## src/rtl/uart_tx_cfg.sv

```systemverilog
// -----------------------------------------------------------------------------
// uart_tx_cfg - parametrised UART transmitter
//
// Sends DATA_BITS of payload LSB first, framed by one start bit, an optional
// parity bit and STOP_BITS stop bits. Every bit lasts CLK_FREQ/BAUD_RATE
// clock cycles.
//
// Build option:
//   UART_TX_FIFO_EN - when defined, send/data push into a FIFO_DEPTH-entry
//                     queue. The FSM drains the queue one frame at a time and
//                     busy reports "queue full". When undefined, send is only
//                     accepted while idle and busy reports "frame in progress".
//
// Ports:
//   clk     - system clock, rising edge
//   rst     - synchronous reset, active low
//   send    - transmit request, sampled on the rising edge
//   data    - payload, DATA_BITS wide, sent LSB first
//   tx      - registered serial output, idle high
//   busy    - frame in progress (no FIFO) / FIFO full (FIFO build)
//   tx_done - one-cycle pulse when the last stop bit of a frame completes
// -----------------------------------------------------------------------------
module uart_tx_cfg #(
    parameter int CLK_FREQ   = 50_000_000,
    parameter int BAUD_RATE  = 115_200,
    parameter int DATA_BITS  = 8,
    parameter int PARITY     = 0,
    parameter int STOP_BITS  = 1,
    parameter int FIFO_DEPTH = 4
) (
    input  logic                 clk,
    input  logic                 rst,
    input  logic                 send,
    input  logic [DATA_BITS-1:0] data,
    output logic                 tx,
    output logic                 busy,
    output logic                 tx_done
);

    localparam int CLKS_PER_BIT = CLK_FREQ / BAUD_RATE;
    localparam int CNT_W        = (CLKS_PER_BIT > 2) ? $clog2(CLKS_PER_BIT) : 1;
    localparam int BIT_W        = $clog2(DATA_BITS);
    localparam logic PAR_ODD    = (PARITY == 1);

    // Parameter legality
    if (CLKS_PER_BIT < 2) begin : g_bad_baud
        $error("uart_tx_cfg: CLK_FREQ/BAUD_RATE must be >= 2");
    end
    if (DATA_BITS < 5 || DATA_BITS > 9) begin : g_bad_width
        $error("uart_tx_cfg: DATA_BITS must be in 5..9");
    end
    if (PARITY < 0 || PARITY > 2) begin : g_bad_parity
        $error("uart_tx_cfg: PARITY must be 0, 1 or 2");
    end
    if (STOP_BITS != 1 && STOP_BITS != 2) begin : g_bad_stop
        $error("uart_tx_cfg: STOP_BITS must be 1 or 2");
    end

    typedef enum logic [2:0] {
        S_IDLE,
        S_START,
        S_DATA,
        S_PARITY,
        S_STOP
    } state_t;

    state_t               state_reg, state_next;
    logic [CNT_W-1:0]     cnt_reg, cnt_next;
    logic [BIT_W-1:0]     bit_reg, bit_next;
    logic [DATA_BITS-1:0] shift_reg, shift_next;
    logic                 par_reg, par_next;
    logic                 tx_reg, tx_next;
    logic                 done_reg, done_next;
    logic                 wrap;

    // Frame source: either the input port directly or the FIFO head
    logic                 start_frame;
    logic [DATA_BITS-1:0] load_data;

`ifdef UART_TX_FIFO_EN
    localparam int AW = (FIFO_DEPTH > 2) ? $clog2(FIFO_DEPTH) : 1;

    if (FIFO_DEPTH < 2 || (FIFO_DEPTH & (FIFO_DEPTH - 1)) != 0) begin : g_bad_depth
        $error("uart_tx_cfg: FIFO_DEPTH must be a power of 2 and >= 2");
    end

    logic [DATA_BITS-1:0] fifo_mem [FIFO_DEPTH];
    logic [AW-1:0]        wr_ptr_reg, rd_ptr_reg;
    logic [AW:0]          count_reg;
    logic                 fifo_full, fifo_empty, push, pop;

    assign fifo_full  = (count_reg == (AW+1)'(FIFO_DEPTH));
    assign fifo_empty = (count_reg == '0);
    assign push       = send && !fifo_full;
    assign pop        = start_frame;

    // The head entry is read straight into the shift register on the pop
    // edge, so the frame starts on the edge that ends the IDLE cycle.
    assign start_frame = (state_reg == S_IDLE) && !fifo_empty;
    assign load_data   = fifo_mem[rd_ptr_reg];
    assign busy        = fifo_full;

    always_ff @(posedge clk) begin
        if (push) begin
            fifo_mem[wr_ptr_reg] <= data;
        end
    end

    always_ff @(posedge clk) begin
        if (!rst) begin
            wr_ptr_reg <= '0;
            rd_ptr_reg <= '0;
            count_reg  <= '0;
        end else begin
            if (push) begin
                wr_ptr_reg <= wr_ptr_reg + 1'b1;
            end
            if (pop) begin
                rd_ptr_reg <= rd_ptr_reg + 1'b1;
            end
            case ({push, pop})
                2'b10:   count_reg <= count_reg + 1'b1;
                2'b01:   count_reg <= count_reg - 1'b1;
                default: count_reg <= count_reg;
            endcase
        end
    end
`else
    logic busy_reg;

    assign start_frame = (state_reg == S_IDLE) && send && !busy_reg;
    assign load_data   = data;
    assign busy        = busy_reg;

    always_ff @(posedge clk) begin
        if (!rst) begin
            busy_reg <= 1'b0;
        end else begin
            busy_reg <= (state_next != S_IDLE);
        end
    end
`endif

    assign wrap = (cnt_reg == CNT_W'(CLKS_PER_BIT - 1));

    // Next-state logic. tx_next is derived from the *next* state so that the
    // registered tx already shows the new bit on the edge the state changes.
    always_comb begin
        state_next = state_reg;
        cnt_next   = cnt_reg;
        bit_next   = bit_reg;
        shift_next = shift_reg;
        par_next   = par_reg;
        done_next  = 1'b0;

        if (state_reg != S_IDLE) begin
            cnt_next = wrap ? '0 : cnt_reg + 1'b1;
        end

        case (state_reg)
            S_IDLE: begin
                if (start_frame) begin
                    state_next = S_START;
                    cnt_next   = '0;
                    bit_next   = '0;
                    shift_next = load_data;
                    par_next   = (^load_data) ^ PAR_ODD;
                end
            end
            S_START: begin
                if (wrap) begin
                    state_next = S_DATA;
                end
            end
            S_DATA: begin
                if (wrap) begin
                    shift_next = shift_reg >> 1;
                    if (bit_reg == BIT_W'(DATA_BITS - 1)) begin
                        bit_next   = '0;
                        state_next = (PARITY != 0) ? S_PARITY : S_STOP;
                    end else begin
                        bit_next = bit_reg + 1'b1;
                    end
                end
            end
            S_PARITY: begin
                if (wrap) begin
                    state_next = S_STOP;
                end
            end
            S_STOP: begin
                if (wrap) begin
                    if (bit_reg == BIT_W'(STOP_BITS - 1)) begin
                        bit_next   = '0;
                        state_next = S_IDLE;
                        done_next  = 1'b1;
                    end else begin
                        bit_next = bit_reg + 1'b1;
                    end
                end
            end
            default: begin
                state_next = S_IDLE;
                cnt_next   = '0;
                bit_next   = '0;
            end
        endcase

        case (state_next)
            S_START:  tx_next = 1'b0;
            S_DATA:   tx_next = shift_next[0];
            S_PARITY: tx_next = par_next;
            default:  tx_next = 1'b1;
        endcase
    end

    always_ff @(posedge clk) begin
        if (!rst) begin
            state_reg <= S_IDLE;
            cnt_reg   <= '0;
            bit_reg   <= '0;
            shift_reg <= '0;
            par_reg   <= 1'b0;
            tx_reg    <= 1'b1;
            done_reg  <= 1'b0;
        end else begin
            state_reg <= state_next;
            cnt_reg   <= cnt_next;
            bit_reg   <= bit_next;
            shift_reg <= shift_next;
            par_reg   <= par_next;
            tx_reg    <= tx_next;
            done_reg  <= done_next;
        end
    end

    assign tx      = tx_reg;
    assign tx_done = done_reg;

endmodule
```

## config.mk

```make
export PLATFORM = sky130hd
export DESIGN_NAME = uart_tx_cfg
export DESIGN_NICKNAME = d
export VERILOG_FILES = /design/src/rtl/uart_tx_cfg.sv
export SDC_FILE = /design/constraint.sdc
export NUM_CORES = 1
export LEC_CHECK = 0
export BUFFER_PORTS_ARGS = -buffer_cell sky130_fd_sc_hd__buf_2
export CORE_MARGIN = 2
export CORE_UTILIZATION = 61
export DETAILED_ROUTE_END_ITERATION = 10
export PLACE_DENSITY = 0.82
export SLEW_MARGIN = 5
export SYNTH_ARGS = -nofsm -noshare
export SYNTH_HDL_FRONTEND = slang
export SYNTH_SLANG_ARGS = --single-unit
```

## constraint.sdc

```tcl
create_clock -name clk -period 3.3 [get_ports clk]
set_input_delay 0.495 -clock clk [delete_from_list [all_inputs] [get_ports clk]]
set_output_delay 0.495 -clock clk [all_outputs]
set_load 0.1 [all_outputs]
```

==> out/qor.txt, run 1 <==
outcome: finished, final reports clean
Die Y: 51.2 um
n_diodes: 0
Avg Cell Area, Syn: 8.99 um2
fmax: 0.433 GHz
share of layout cells above drive strength 1: 12.9%
HP Class: input port to flop
initial antenna violation count: 0
Final TNS setup: 0 ns
CP startpoint kind: flop
die area: 2620 um2
ys async rst share: 0%
nets: 180
warnings from Yosys: 0
slowest stage cell, crit path: nor2_1
most common flop cell mapped by yosys: dfxtp_1
CTS H-tree depth: 1
Die W: 51.2 um
drt wl/cell: 12.5 um
largest net degree at the start of global routing: 18
via count: 1099
cell mode on critical path: nor2_1
Routed Antenna Nets: 0
fin. max-slew vios: 0
EDFF count, synth: 0
drt via density: 5.75
Finished Core Util: 68.1%
gr usage total: 20.7%
maximum vdd drop: 0.257 mV
Netlist cell types: 41
I/O pin count: 14
WP buf/inv: 0
CTS tree: yes
initial detailed-routing violation count: 35
Core Rows: 17
synthesis-to-finish area growth: 7.83%
Max clock buf depth: 2
Req. time, crit path: 3.51 ns
Num CTS Buffers: 3
post-layout min period: 2.31 ns
1st-pass router iterations: 5
max_cap viols: 0
netlist area before placement: 1360 um2
worst path cell trace: or3_1, nor2_1, nor2_1, nand2_1, a21boi_0
number of flip-flops under the largest register name: 9
critical path type: flop to flop
RSZ-0062 raised after global routing: false
DP Area: 1440 um2
Final Instance Area: 1460 um2
HPWL Detailed: 1.81 mm
CP max stage delay: 0.80 ns
clk root buf: clkbuf_4
critical path's top delay family: simple AND/OR/NAND/NOR gates
share of the synthesized area in the top cell type: 39.8%
Congestion Overflow GR: 0
Initial Util: 63.2%
core area: 2150 um2
total setup buffers inserted after CTS: 0
syn_nets: 167
leading post-synthesis cells by cell area: dfxtp_1, xnor2_1, ha_1, nor2_1, nand2_1
crit end category: flop
input/output buffers: 13
Crit Path Max Fanout: 17
cell taking the most area after synthesis: dfxtp_1
PD cells: 397 nW/um2
clk sinks: 27
final hold vios: 0
Clk Latency, worst-skew pair: 0.31 ns
first-pass GRT wire length: 4.13 mm
setup-violating endpoint count in the final report: 0
drt drc: 0
final wirelength: 2.40 mm
Final Skew: 0.00437 ns
gpl congestion: 0.833
# fillers: 187
Gate Count Post-Synth: 151
vias in the first global route: 986
Hold Buf Count CTS: 0
Yosys reg bits: 27
Seq/Total Area, Yosys: 39.8%
period utilization: 69.9%
Leakage: 0.541 nW
clk slew on worst S/H paths: 0.14 ns
Worst-Margin Slew: 0.999 ns
Slew HR: 33.2%
CTS resizes: 0
R2R setup slack: 0.99 ns
arrival time at the worst endpoint: 2.52 ns
-- final cells by class --
cell class	count	area, um2	share of cell area [%]
Multi-Input combinational cell	115	782	53.4
Sequential cell	27	541	36.9
Timing Repair Buffer	13	65.1	4.44
Tap cell	28	35.0	2.39
Clock buffer	4	26.3	1.79
Inverter	4	15.0	1.03
-- stage by stage --
stage	hold slack (ns)	total power [mW]	setup slack, ns	instances
after detailed placement	0.459	0.451	1.04	187
final	0.442	0.582	0.993	191
after CTS	0.433	0.587	1.03	191
after floorplan	0.435	0.430	1.35	151
after global routing	0.435	0.611	0.751	191
after global placement	0.443	0.449	1.13	187
-- kinds of logic after synthesis --
group,share of synthesized area [%]
AND/OR/NAND/NOR,26.5
AO/OA/AOI/OAI,16.0
flip-flops,39.8
XOR/XNOR,9.68
buffers and inverters,2.58
adder cells (fa/ha/maj),4.61
multiplexers,0.737
-- synth_stat cells (2+ instances only) --
cell	count
a21boi_0	6
a21boi_1	3
a21oi_1	4
a22oi_1	6
and2_1	2
and4_1	2
clkbuf_1	4
dfxtp_1	27
ha_1	5
inv_1	4
nand2_1	14
nand2b_1	4
nand3_1	2
nand4_1	2
nor2_1	16
nor2b_1	3
nor3_1	4
nor3b_1	3
o21ai_0	4
or3_1	2
xnor2_1	11
xor2_1	4
-- power by group --
part | switching [mW] | leakage [nW] | total (mW) | internal [mW]
sequential | 0.0103 | 0.220 | 0.350 | 0.340
combinational | 0.0597 | 0.306 | 0.0946 | 0.0349
clock | 0.0897 | 0.0150 | 0.137 | 0.0472
total | 0.160 | 0.541 | 0.582 | 0.422
-- layer usage --
metal / vias to the layer above / share of wire (%) / wire (um) / GRT usage (%)
met5: - / 0 / 0 / 0
met4: 0 / 0.50 / 12 / 5.86
met3: 2 / 4.6 / 111 / 3.51
met2: 28 / 45 / 1090 / 33.1
met1: 514 / 49 / 1180 / 28.7
li1: 555 / - / - / -
-- worst min-delay path: stages --
cell and delay (ns):
buf_2 0.11, nand2_1 0.05, a21boi_0 0.07
-- worst paths after layout --
kind             endpoint          from  cells past startpoint
min reg2reg  shift_reg[2]  shift_reg[2]                      2
max reg2reg  shift_reg[4]  state_reg[0]                      5
max          shift_reg[4]  state_reg[0]                      5
min          shift_reg[0]       data[0]                      3
-- cell usage in the layout (no fill, tap or decap), types with 5 or more instances in the layout --
cell type and n:
a21boi_0 6, ha_1 5, dfxtp_1 27, nor2_1 16
xnor2_1 11, nand2_1 14, a22oi_1 6, buf_2 13
(Power assumes the default switching activity.)
==> run 2: changes to the inputs <==
ABC_AREA = 1   (was unset)
CORE_UTILIZATION = 52   (was 61)
PLACE_DENSITY = 0.74   (was 0.82)
clock period = 2 ns   (was 3.3 ns; I/O delays follow)
==> run 2 against run 1 <==
  * Critical path type unchanged
  * Wire length grew 20%
  * Critical endpoint is now tx
  * Register-to-register slack got worse by 0.66 ns
  * Cell count up 55%
  * Utilization is 8.6 points lower
  * Hold slack got worse by 0.18 ns
  * Total power up 79%
  * Non-clock buffer count stayed put
==> out/qor.txt, run 2 <==
synthesis-to-finish area growth: 7.06%
cell taking the most area after synthesis: dfxtp_1
leading post-synthesis cells by cell area: dfxtp_1, nand2_1, inv_1, nor2_1, nand3_1
share of layout cells above drive strength 1: 10.2%
# fillers: 298
Seq/Total Area, Yosys: 34.6%
n_diodes: 0
Max clock buf depth: 2
max_cap viols: 0
Num CTS Buffers: 3
Commonest cells post-synth: nand2_1, inv_1, nor2_1, dfxtp_1, nand3_1
Core Rows: 19
setup-violating endpoint count in the final report: 0
largest net degree at the start of global routing: 15
via count: 1442
Final TNS setup: 0 ns
1st-pass router iterations: 4
final hold vios: 0
input/output buffers: 13
Final Skew: 0.00201 ns
Die W: 58.8 um
netlist area before placement: 1560 um2
clk root buf: clkbuf_4
die area: 3450 um2
placed cell count: 292
drt wl/cell: 9.73 um
worst path cell trace: ha_1, nand2_1, nor2_1, nand2_1, nor2_4, inv_2, nand2_1, nand2_1, nand2_1, nand3_1
clk sinks: 27
initial antenna violation count: 0
DP Area: 1640 um2
Yosys reg bits: 27
HPWL Detailed: 2.28 mm
maximum vdd drop: 0.542 mV
slowest stage cell, crit path: dfxtp_1
drt drc: 0
nets: 282
gr usage total: 18.6%
drt via density: 4.87
CTS tree: yes
Avg Cell Area, Syn: 6.22 um2
period utilization: 83.4%
fin worst setup slack: 0.331 ns
Leakage: 0.817 nW
Routed Antenna Nets: 0
outcome: finished, final reports clean
EDFF count, synth: 0
first-pass GRT wire length: 5.09 mm
RSZ-0062 raised after global routing: false
Netlist cell types: 25
gpl congestion: 0.845
arrival time at the worst endpoint: 1.90 ns
vias in the first global route: 1277
core area: 2810 um2
CP max stage delay: 0.42 ns
top-count cell post-synth: nand2_1
clk slew on worst S/H paths: 0.14 ns
share of the synthesized area in the top cell type: 34.6%
post-layout min period: 1.67 ns
Initial Util: 55.6%
syn_nets: 267
most common cell after layout, fill and taps aside: nand2_1
warnings from Yosys: 0
fin. max-slew vios: 0
I/O pin count: 14
Worst-Margin Slew: 0.489 ns
final wirelength: 2.88 mm
initial detailed-routing violation count: 41
Gate Count Post-Synth: 251
number of flip-flops under the largest register name: 9
dpl ws: 0.338 ns
cell mode on critical path: nand2_1
CP startpoint kind: flop
CTS resizes: 0
Clk Latency, worst-skew pair: 0.32 ns
total setup buffers inserted after CTS: 0
Congestion Overflow GR: 0
PD cells: 622 nW/um2
most common flop cell mapped by yosys: dfxtp_1
HP Class: input port to flop
fmax: 0.599 GHz
Crit Path Max Fanout: 8
Finished Layout Cells: 296
Final Instance Area: 1670 um2
most frequent cells in the layout: nand2_1, inv_1, nor2_1, dfxtp_1, nand3_1
Hold Buf Count CTS: 0
Finished Core Util: 59.5%
Die Y: 58.8 um
ys async rst share: 0%
Slew HR: 67.6%
CTS H-tree depth: 1
Req. time, crit path: 2.23 ns
critical path type: flop to flop
crit end category: flop
-- run 2: area by class of cell --
type                    instances  area, um2  area share [%]
multi-input cells             182        853            51.1
inverters                      39        146            8.76
flip-flops and latches         27        541            32.4
repair buffers                 13       65.1            3.90
well taps                      31       38.8            2.32
clock buffers                   4       26.3            1.57
-- run 2: critical path, delay by kind of cell, from the launching register on --
kind          cells  cell delay [ns]
simple gates      8             0.85
flops             1             0.42
fa+ha+maj         1             0.19
buf+inv           1             0.11
-- run 2: worst paths after layout --
path	cells after the start	to	startpoint	slack, ns
setup reg to reg	10	tx	cnt_reg[0]	0.33
hold / removal	3	shift_reg[5]	data[5]	0.26
hold reg to reg	2	shift_reg[4]	shift_reg[5]	0.50
setup / recovery	10	tx	cnt_reg[0]	0.33
-- run 2: cells by family after synthesis --
group           synth area share, %
compound gates                 6.58
xor+xnor                       1.68
fa+ha+maj                      4.01
buf+inv                        10.7
flops                          34.6
simple gates                   42.4
-- run 2: power breakdown --
group | leakage [nW] | internal (mW) | switching [mW]
Sequential | 0.220 | 0.567 | 0.0187
Combinational | 0.582 | 0.0689 | 0.152
Clock | 0.0150 | 0.0781 | 0.154
Total | 0.817 | 0.714 | 0.325
-- run 2: routing by layer --
layer | up-vias | wire length (um) | track usage, %
li1 | 809 | - | -
met1 | 615 | 1550 | 25.9
met2 | 16 | 1220 | 29.4
met3 | 2 | 101 | 4.62
met4 | 0 | 12 | 3.90
met5 | - | 0 | 0
-- run 2: stage by stage --
stage	total power [mW]	hold WS (ns)
2_1_floorplan	0.773	0.447
3_3_place_gp	0.816	0.480
3_5_place_dp	0.819	0.483
4_1_cts	1.05	0.251
5_1_grt	1.12	0.237
6_report	1.04	0.258
